### src/rtl/tp_mul_su_pipe_if.sv
// Handshake bundle for tp_mul_su_pipe: operand/tag input stream and result output stream.
interface tp_mul_su_pipe_if #(
    parameter int A_W   = 16,
    parameter int B_W   = 11,
    parameter int P_W   = 26,
    parameter int TAG_W = 8
);
    logic             in_valid;
    logic             in_ready;
    logic [A_W-1:0]   in_a;
    logic [B_W-1:0]   in_b;
    logic [TAG_W-1:0] in_tag;
    logic             out_valid;
    logic             out_ready;
    logic [P_W-1:0]   out_p;
    logic [TAG_W-1:0] out_tag;
    logic             out_ovf;

    modport master (
        output in_valid, in_a, in_b, in_tag, out_ready,
        input  in_ready, out_valid, out_p, out_tag, out_ovf
    );

    modport slave (
        input  in_valid, in_a, in_b, in_tag, out_ready,
        output in_ready, out_valid, out_p, out_tag, out_ovf
    );
endinterface

### src/rtl/tp_mul_su_pipe.sv
// Pipelined signed x unsigned multiplier with shift, narrowing and overflow flag.
// Define TP_MUL_SU_PIPE_SAT_EN to saturate out_p on overflow instead of wrapping.
module tp_mul_su_pipe #(
    parameter int A_W    = 16,
    parameter int B_W    = 11,
    parameter int P_W    = 26,
    parameter int SHIFT  = 0,
    parameter int STAGES = 3,
    parameter int TAG_W  = 8
) (
    input  logic            ap_clk,
    input  logic            ap_rst,
    tp_mul_su_pipe_if.slave bus
);
    localparam int F_W = A_W + B_W + 1;

    logic                    adv_s;
    logic signed [F_W-1:0]   a_ext_s;
    logic signed [F_W-1:0]   b_ext_s;
    logic signed [F_W-1:0]   prod_s;
    logic signed [F_W-1:0]   nar_src_s;
    logic signed [F_W-1:0]   shf_s;
    logic [F_W-P_W:0]        hi_s;
    logic [P_W-1:0]          nar_p_s;
    logic                    nar_ovf_s;

    logic [STAGES-1:0]       vld_r;
    logic [TAG_W-1:0]        tag_r [STAGES];
    logic [P_W-1:0]          p_r;
    logic                    ovf_r;

    assign adv_s        = !vld_r[STAGES-1] || bus.out_ready;
    assign bus.in_ready = adv_s || ap_rst;

    // Full-width signed product; b is zero-extended so the product is exact.
    always_comb begin
        a_ext_s = F_W'($signed(bus.in_a));
        b_ext_s = $signed(F_W'(bus.in_b));
        prod_s  = a_ext_s * b_ext_s;
    end

    generate
        if (STAGES == 1) begin : g_one
            assign nar_src_s = prod_s;
        end else begin : g_multi
            logic signed [F_W-1:0] prod_r [STAGES-1];

            // Product pipeline feeding the final narrowing stage.
            always_ff @(posedge ap_clk) begin
                if (ap_rst) begin
                    for (int i = 0; i < STAGES - 1; i++) begin
                        prod_r[i] <= '0;
                    end
                end else if (adv_s) begin
                    prod_r[0] <= prod_s;
                    for (int i = 1; i < STAGES - 1; i++) begin
                        prod_r[i] <= prod_r[i-1];
                    end
                end
            end

            assign nar_src_s = prod_r[STAGES-2];
        end
    endgenerate

    // Shift and narrow; overflow when the discarded high bits are not a sign extension.
    always_comb begin
        shf_s     = nar_src_s >>> SHIFT;
        hi_s      = shf_s[F_W-1:P_W-1];
        nar_ovf_s = !((&hi_s) || !(|hi_s));
`ifdef TP_MUL_SU_PIPE_SAT_EN
        if (nar_ovf_s) begin
            if (shf_s[F_W-1]) begin
                nar_p_s = {1'b1, {(P_W-1){1'b0}}};
            end else begin
                nar_p_s = {1'b0, {(P_W-1){1'b1}}};
            end
        end else begin
            nar_p_s = shf_s[P_W-1:0];
        end
`else
        nar_p_s = shf_s[P_W-1:0];
`endif
    end

    // Valid and tag shift register; reset discards every in-flight beat.
    always_ff @(posedge ap_clk) begin
        if (ap_rst) begin
            vld_r <= '0;
            for (int i = 0; i < STAGES; i++) begin
                tag_r[i] <= '0;
            end
        end else if (adv_s) begin
            vld_r[0] <= bus.in_valid;
            tag_r[0] <= bus.in_tag;
            for (int i = 1; i < STAGES; i++) begin
                vld_r[i] <= vld_r[i-1];
                tag_r[i] <= tag_r[i-1];
            end
        end
    end

    // Final result register.
    always_ff @(posedge ap_clk) begin
        if (ap_rst) begin
            p_r   <= '0;
            ovf_r <= 1'b0;
        end else if (adv_s) begin
            p_r   <= nar_p_s;
            ovf_r <= nar_ovf_s;
        end
    end

    assign bus.out_valid = vld_r[STAGES-1];
    assign bus.out_p     = p_r;
    assign bus.out_tag   = tag_r[STAGES-1];
    assign bus.out_ovf   = ovf_r;
endmodule

### src/flat_wrapper.sv
// flat-port wrapper written by rule: the top's interface ports become plain ports
module tp_mul_su_pipe_flat 
#(
    parameter int A_W    = 16,
    parameter int B_W    = 11,
    parameter int P_W    = 26,
    parameter int SHIFT  = 0,
    parameter int STAGES = 3,
    parameter int TAG_W  = 8
)
  (ap_clk, ap_rst, bus_in_valid, bus_in_a, bus_in_b, bus_in_tag, bus_out_ready, bus_in_ready, bus_out_valid, bus_out_p, bus_out_tag, bus_out_ovf);
  tp_mul_su_pipe_if #(.A_W(A_W), .B_W(B_W), .P_W(P_W), .TAG_W(TAG_W)) bus_i ();
  input  logic ap_clk;
  input  logic ap_rst;
  input wire logic [$bits(bus_i.in_valid)-1:0] bus_in_valid;
  input wire logic [$bits(bus_i.in_a)-1:0] bus_in_a;
  input wire logic [$bits(bus_i.in_b)-1:0] bus_in_b;
  input wire logic [$bits(bus_i.in_tag)-1:0] bus_in_tag;
  input wire logic [$bits(bus_i.out_ready)-1:0] bus_out_ready;
  output wire logic [$bits(bus_i.in_ready)-1:0] bus_in_ready;
  output wire logic [$bits(bus_i.out_valid)-1:0] bus_out_valid;
  output wire logic [$bits(bus_i.out_p)-1:0] bus_out_p;
  output wire logic [$bits(bus_i.out_tag)-1:0] bus_out_tag;
  output wire logic [$bits(bus_i.out_ovf)-1:0] bus_out_ovf;
  assign bus_i.in_valid = bus_in_valid;
  assign bus_i.in_a = bus_in_a;
  assign bus_i.in_b = bus_in_b;
  assign bus_i.in_tag = bus_in_tag;
  assign bus_i.out_ready = bus_out_ready;
  assign bus_in_ready = bus_i.in_ready;
  assign bus_out_valid = bus_i.out_valid;
  assign bus_out_p = bus_i.out_p;
  assign bus_out_tag = bus_i.out_tag;
  assign bus_out_ovf = bus_i.out_ovf;
  tp_mul_su_pipe #(.A_W(A_W), .B_W(B_W), .P_W(P_W), .SHIFT(SHIFT), .STAGES(STAGES), .TAG_W(TAG_W)) u_core (.ap_clk(ap_clk), .ap_rst(ap_rst), .bus(bus_i));
endmodule
### config.mk
export PLATFORM = sky130hd
export DESIGN_NAME = tp_mul_su_pipe_flat
export DESIGN_NICKNAME = d
export VERILOG_FILES = /design/src/rtl/tp_mul_su_pipe_if.sv /design/src/rtl/tp_mul_su_pipe.sv /design/src/flat_wrapper.sv
export SDC_FILE = /design/constraint.sdc
export NUM_CORES = 1
export LEC_CHECK = 0
export BUFFER_PORTS_ARGS = -buffer_cell sky130_fd_sc_hd__buf_2
export CORE_ASPECT_RATIO = 0.75
export CORE_MARGIN = 2
export CORE_UTILIZATION = 39
export CTS_BUF_LIST = sky130_fd_sc_hd__clkbuf_4 sky130_fd_sc_hd__clkbuf_8
export CTS_CLUSTER_DIAMETER = 200
export DETAILED_ROUTE_END_ITERATION = 8
export HOLD_SLACK_MARGIN = 0.02
export PLACE_DENSITY = 0.63
export SKIP_CTS_REPAIR_TIMING = 1
export SLEW_MARGIN = 20
export SYNTH_ARGS = -nofsm -noshare
export SYNTH_HDL_FRONTEND = slang
export SYNTH_SLANG_ARGS = --single-unit
### constraint.sdc
create_clock -name ap_clk -period 12.1 [get_ports ap_clk]
set_clock_uncertainty 0.2 [all_clocks]
set_input_delay 1.21 -clock ap_clk [delete_from_list [all_inputs] [get_ports ap_clk]]
set_output_delay 1.21 -clock ap_clk [all_outputs]
set_load 0.02 [all_outputs]
==> reports/results.ini <==
[floorplanning]
num_io_pins = 76
start_util_pct = 39.5
die_area_mm2 = 0.0287
coreArea_mm2 = 0.0269
die_w_um = 195
fp-row-count = 52
die_height_um = 147

[job]
maxCapViolations = 0

[setup_path]
worstSetupStartpointType = input pin
path_cells = buf_2, nand2_1, fa_1, inv_1, fa_1, fa_1, fa_1, fa_1, ha_1, or2_2, a21oi_1, nor2b_1, a311oi_1, a211o_1, o21ai_1
cp_slowest_cell = fa_1
worst-setup-path-type = in2reg
crit_required_ns = 12.05
critPathArrivalTime_ns = 6.22
cp_common_cell = fa_1
max_stage_delay_ns = 0.64
end_kind = flip-flop
cp_max_fo = 16

[sta]
maxSlewViolCount = 0
fin_crit_ns = 6.27
relSlewSlack_pct = 31.6
fmax_mhz = 159
worst_pin_slew_ns = 1.03
fin_setup_tns_ns = 0
hold_viol_final = 0
setup_viol = 0
rsz0062_at_grt = no
period_share_pct = 51.8

[global_routing]
overflow = 0
grt_usage_pct = 16.3
grt_antenna_before_repair = 0
first_global_vias = 7852
grt_pass1_wl_um = 38000
grt_max_degree = 81

[synthesis]
yosysWarnings = 0
synth-async-reset-ratio_pct = 0
synth_edf_count = 80
syn_area_per_cell_um2 = 10.0
ys_ff_latch = 110
synth_fp_nets = 1326
synthCells = 1064
synth_area_mm2 = 0.0107
ys_seq_area_share_pct = 28.2
post_synth_num_cell_types = 54
synthFlopType = edfxtp_1

[finish]
fin_area_mm2 = 0.0114
final_layout_size_suffix_gt1_share_pct = 10.1
final_nets = 1357
n_fill_cell = 2622
n_antenna_cell = 0
synthToLayoutAreaGrowth_pct = 7.38

[routing]
vias = 7232
wl_um = 21400
ant_nets = 0
drt-pass1-iter-count = 5
drtIter0Drc = 386
via_per_inst = 4.98
drcViolationCount = 0
wire_per_inst_um = 14.7

[pwr]
power_density_mw_per_mm2 = 251
finalPower_mw = 2.87
ir_drop_mv = 0.222
p_leak_nw = 5.89

[placed_design]
numPortBuffers = 75
gp_congestion = 0.812
hpwlAfterDp_um = 16600
placed_area_mm2 = 0.0113

[clock_network]
clk_path_buf_depth = 2
clock_sinks = 110
h-tree-depth = 3
cts_tree = yes
cts_root_buf = clkbuf_8
clk_pin_slew_ns = 0.11
clk_latency_ns = 0.38
numCtsBuffers = 9

[run_status]
status = finished clean

[hold_path]
hold_path_class = reg2reg

-- through the flow --
| stage | worst slack [ns] | hold slack (ns) | std cells | utilization (%) |
|---|---|---|---|---|
| after CTS | 5.88 | 0.268 | 1451 | 42.5 |
| after floorplan | 5.93 | 0.227 | 1064 | - |
| after global routing | 5.47 | 0.275 | 1451 | 42.5 |
| final | 5.83 | 0.262 | 1451 | 42.5 |
| after global placement | 5.54 | 0.238 | 1435 | 41.8 |
| after detailed placement | 5.46 | 0.244 | 1435 | 41.8 |
-- synthesized netlist by cell type, types with 3 or more instances --
cell	count	area share, %
a21o_1	12	0.85
a21oi_1	19	0.89
a22o_1	28	2.3
a311oi_1	3	0.25
a31o_2	3	0.25
and2_1	51	3.0
and3_1	63	3.7
buf_4	8	0.56
clkbuf_1	51	1.8
dfxtp_1	30	5.6
edfxtp_1	80	23
fa_1	161	30
ha_1	62	7.3
inv_1	233	8.2
nand2_1	138	4.9
nand3_1	11	0.52
nand4_1	3	0.18
nor2_1	19	0.67
nor2b_1	3	0.18
nor3_1	15	0.70
nor3b_1	3	0.21
o211ai_1	7	0.49
o21a_1	6	0.42
xnor2_1	10	0.82
xor2_1	3	0.25
-- final cells by class --
| class | instances | area, µm² | share of cell area (%) |
|---|---|---|---|
| Multi-Input combinational cell | 660 | 6520 | 57.0 |
| Sequential cell | 110 | 3000 | 26.3 |
| Inverter | 233 | 876 | 7.66 |
| Tap cell | 351 | 439 | 3.84 |
| Timing Repair Buffer | 81 | 420 | 3.68 |
| Clock buffer | 9 | 124 | 1.08 |
| Clock inverter | 7 | 60.1 | 0.525 |
-- critical path, delay by kind of cell --
kind / cells / cell delay [ns]
fa+ha+maj: 6 / 2.98
buf+inv: 2 / 0.44
compound gates: 4 / 0.96
simple gates: 3 / 0.62
-- cell usage in the layout, fill, tap and decap left out, types with 5 or more instances in the layout --
cell,netlist,routed
inv_1,233,232
a22o_1,28,28
buf_4,8,6
clkbuf_8,0,9
dfxtp_1,30,30
nand3_1,11,11
ha_1,62,62
nand2_1,138,138
xnor2_1,10,10
nor3_1,15,15
and3_1,63,63
fa_1,161,161
buf_2,2,75
a21o_1,12,12
and2_1,51,51
edfxtp_1,80,80
a21oi_1,19,19
inv_6,0,5
o211ai_1,7,7
nor2_1,19,18
o21a_1,6,6
-- worst paths after layout --
check	from	end	slack [ns]	cells after the start
worst max-delay path	bus_in_b[3]	u_core.g_multi.prod_r[0][27]	5.83	15
worst min-delay path	u_core.g_multi.prod_r[0][39]	u_core.bus.out_p[11]	0.26	1
worst max register to register	u_core.vld_r[2]	u_core.g_multi.prod_r[0][51]	9.51	6
worst min register to register	u_core.g_multi.prod_r[0][39]	u_core.bus.out_p[11]	0.26	1
-- flip-flops by register name, summed over array words and instances (netlist names) --
signal / flops
u_core.g_multi.prod_r: 56
u_core.bus.out_ovf: 1
u_core.bus.out_p: 26
u_core.vld_r: 3
u_core.tag_r: 24
-- cell families after synthesis --
kind of cell / after synthesis / synth area share, %
adder cells (fa/ha/maj): 223 / 37.5
AND/OR/NAND/NOR: 318 / 14.9
XOR/XNOR: 13 / 1.07
buffers and inverters: 294 / 10.7
AO/OA/AOI/OAI: 105 / 7.59
flip-flops: 110 / 28.2
multiplexers: 1 / 0.0940
-- power by group --
group,total (mW),internal [mW],switching [mW]
Combinational,2.12,0.880,1.24
Clock,0.210,0.0798,0.130
Sequential,0.544,0.526,0.0179
Total,2.87,1.49,1.38
-- layer usage --
| layer | global-route usage (%) | up-vias | part of all wire (%) |
|---|---|---|---|
| met1 | 21.4 | 3696 | 45 |
| met2 | 29.5 | 113 | 51 |
| met5 | 0 | - | 0 |
| li1 | - | 3407 | - |
| met3 | 2.13 | 16 | 2.8 |
| met4 | 2.37 | 0 | 0.85 |
Note: power is estimated with default switching activity, not from simulation.
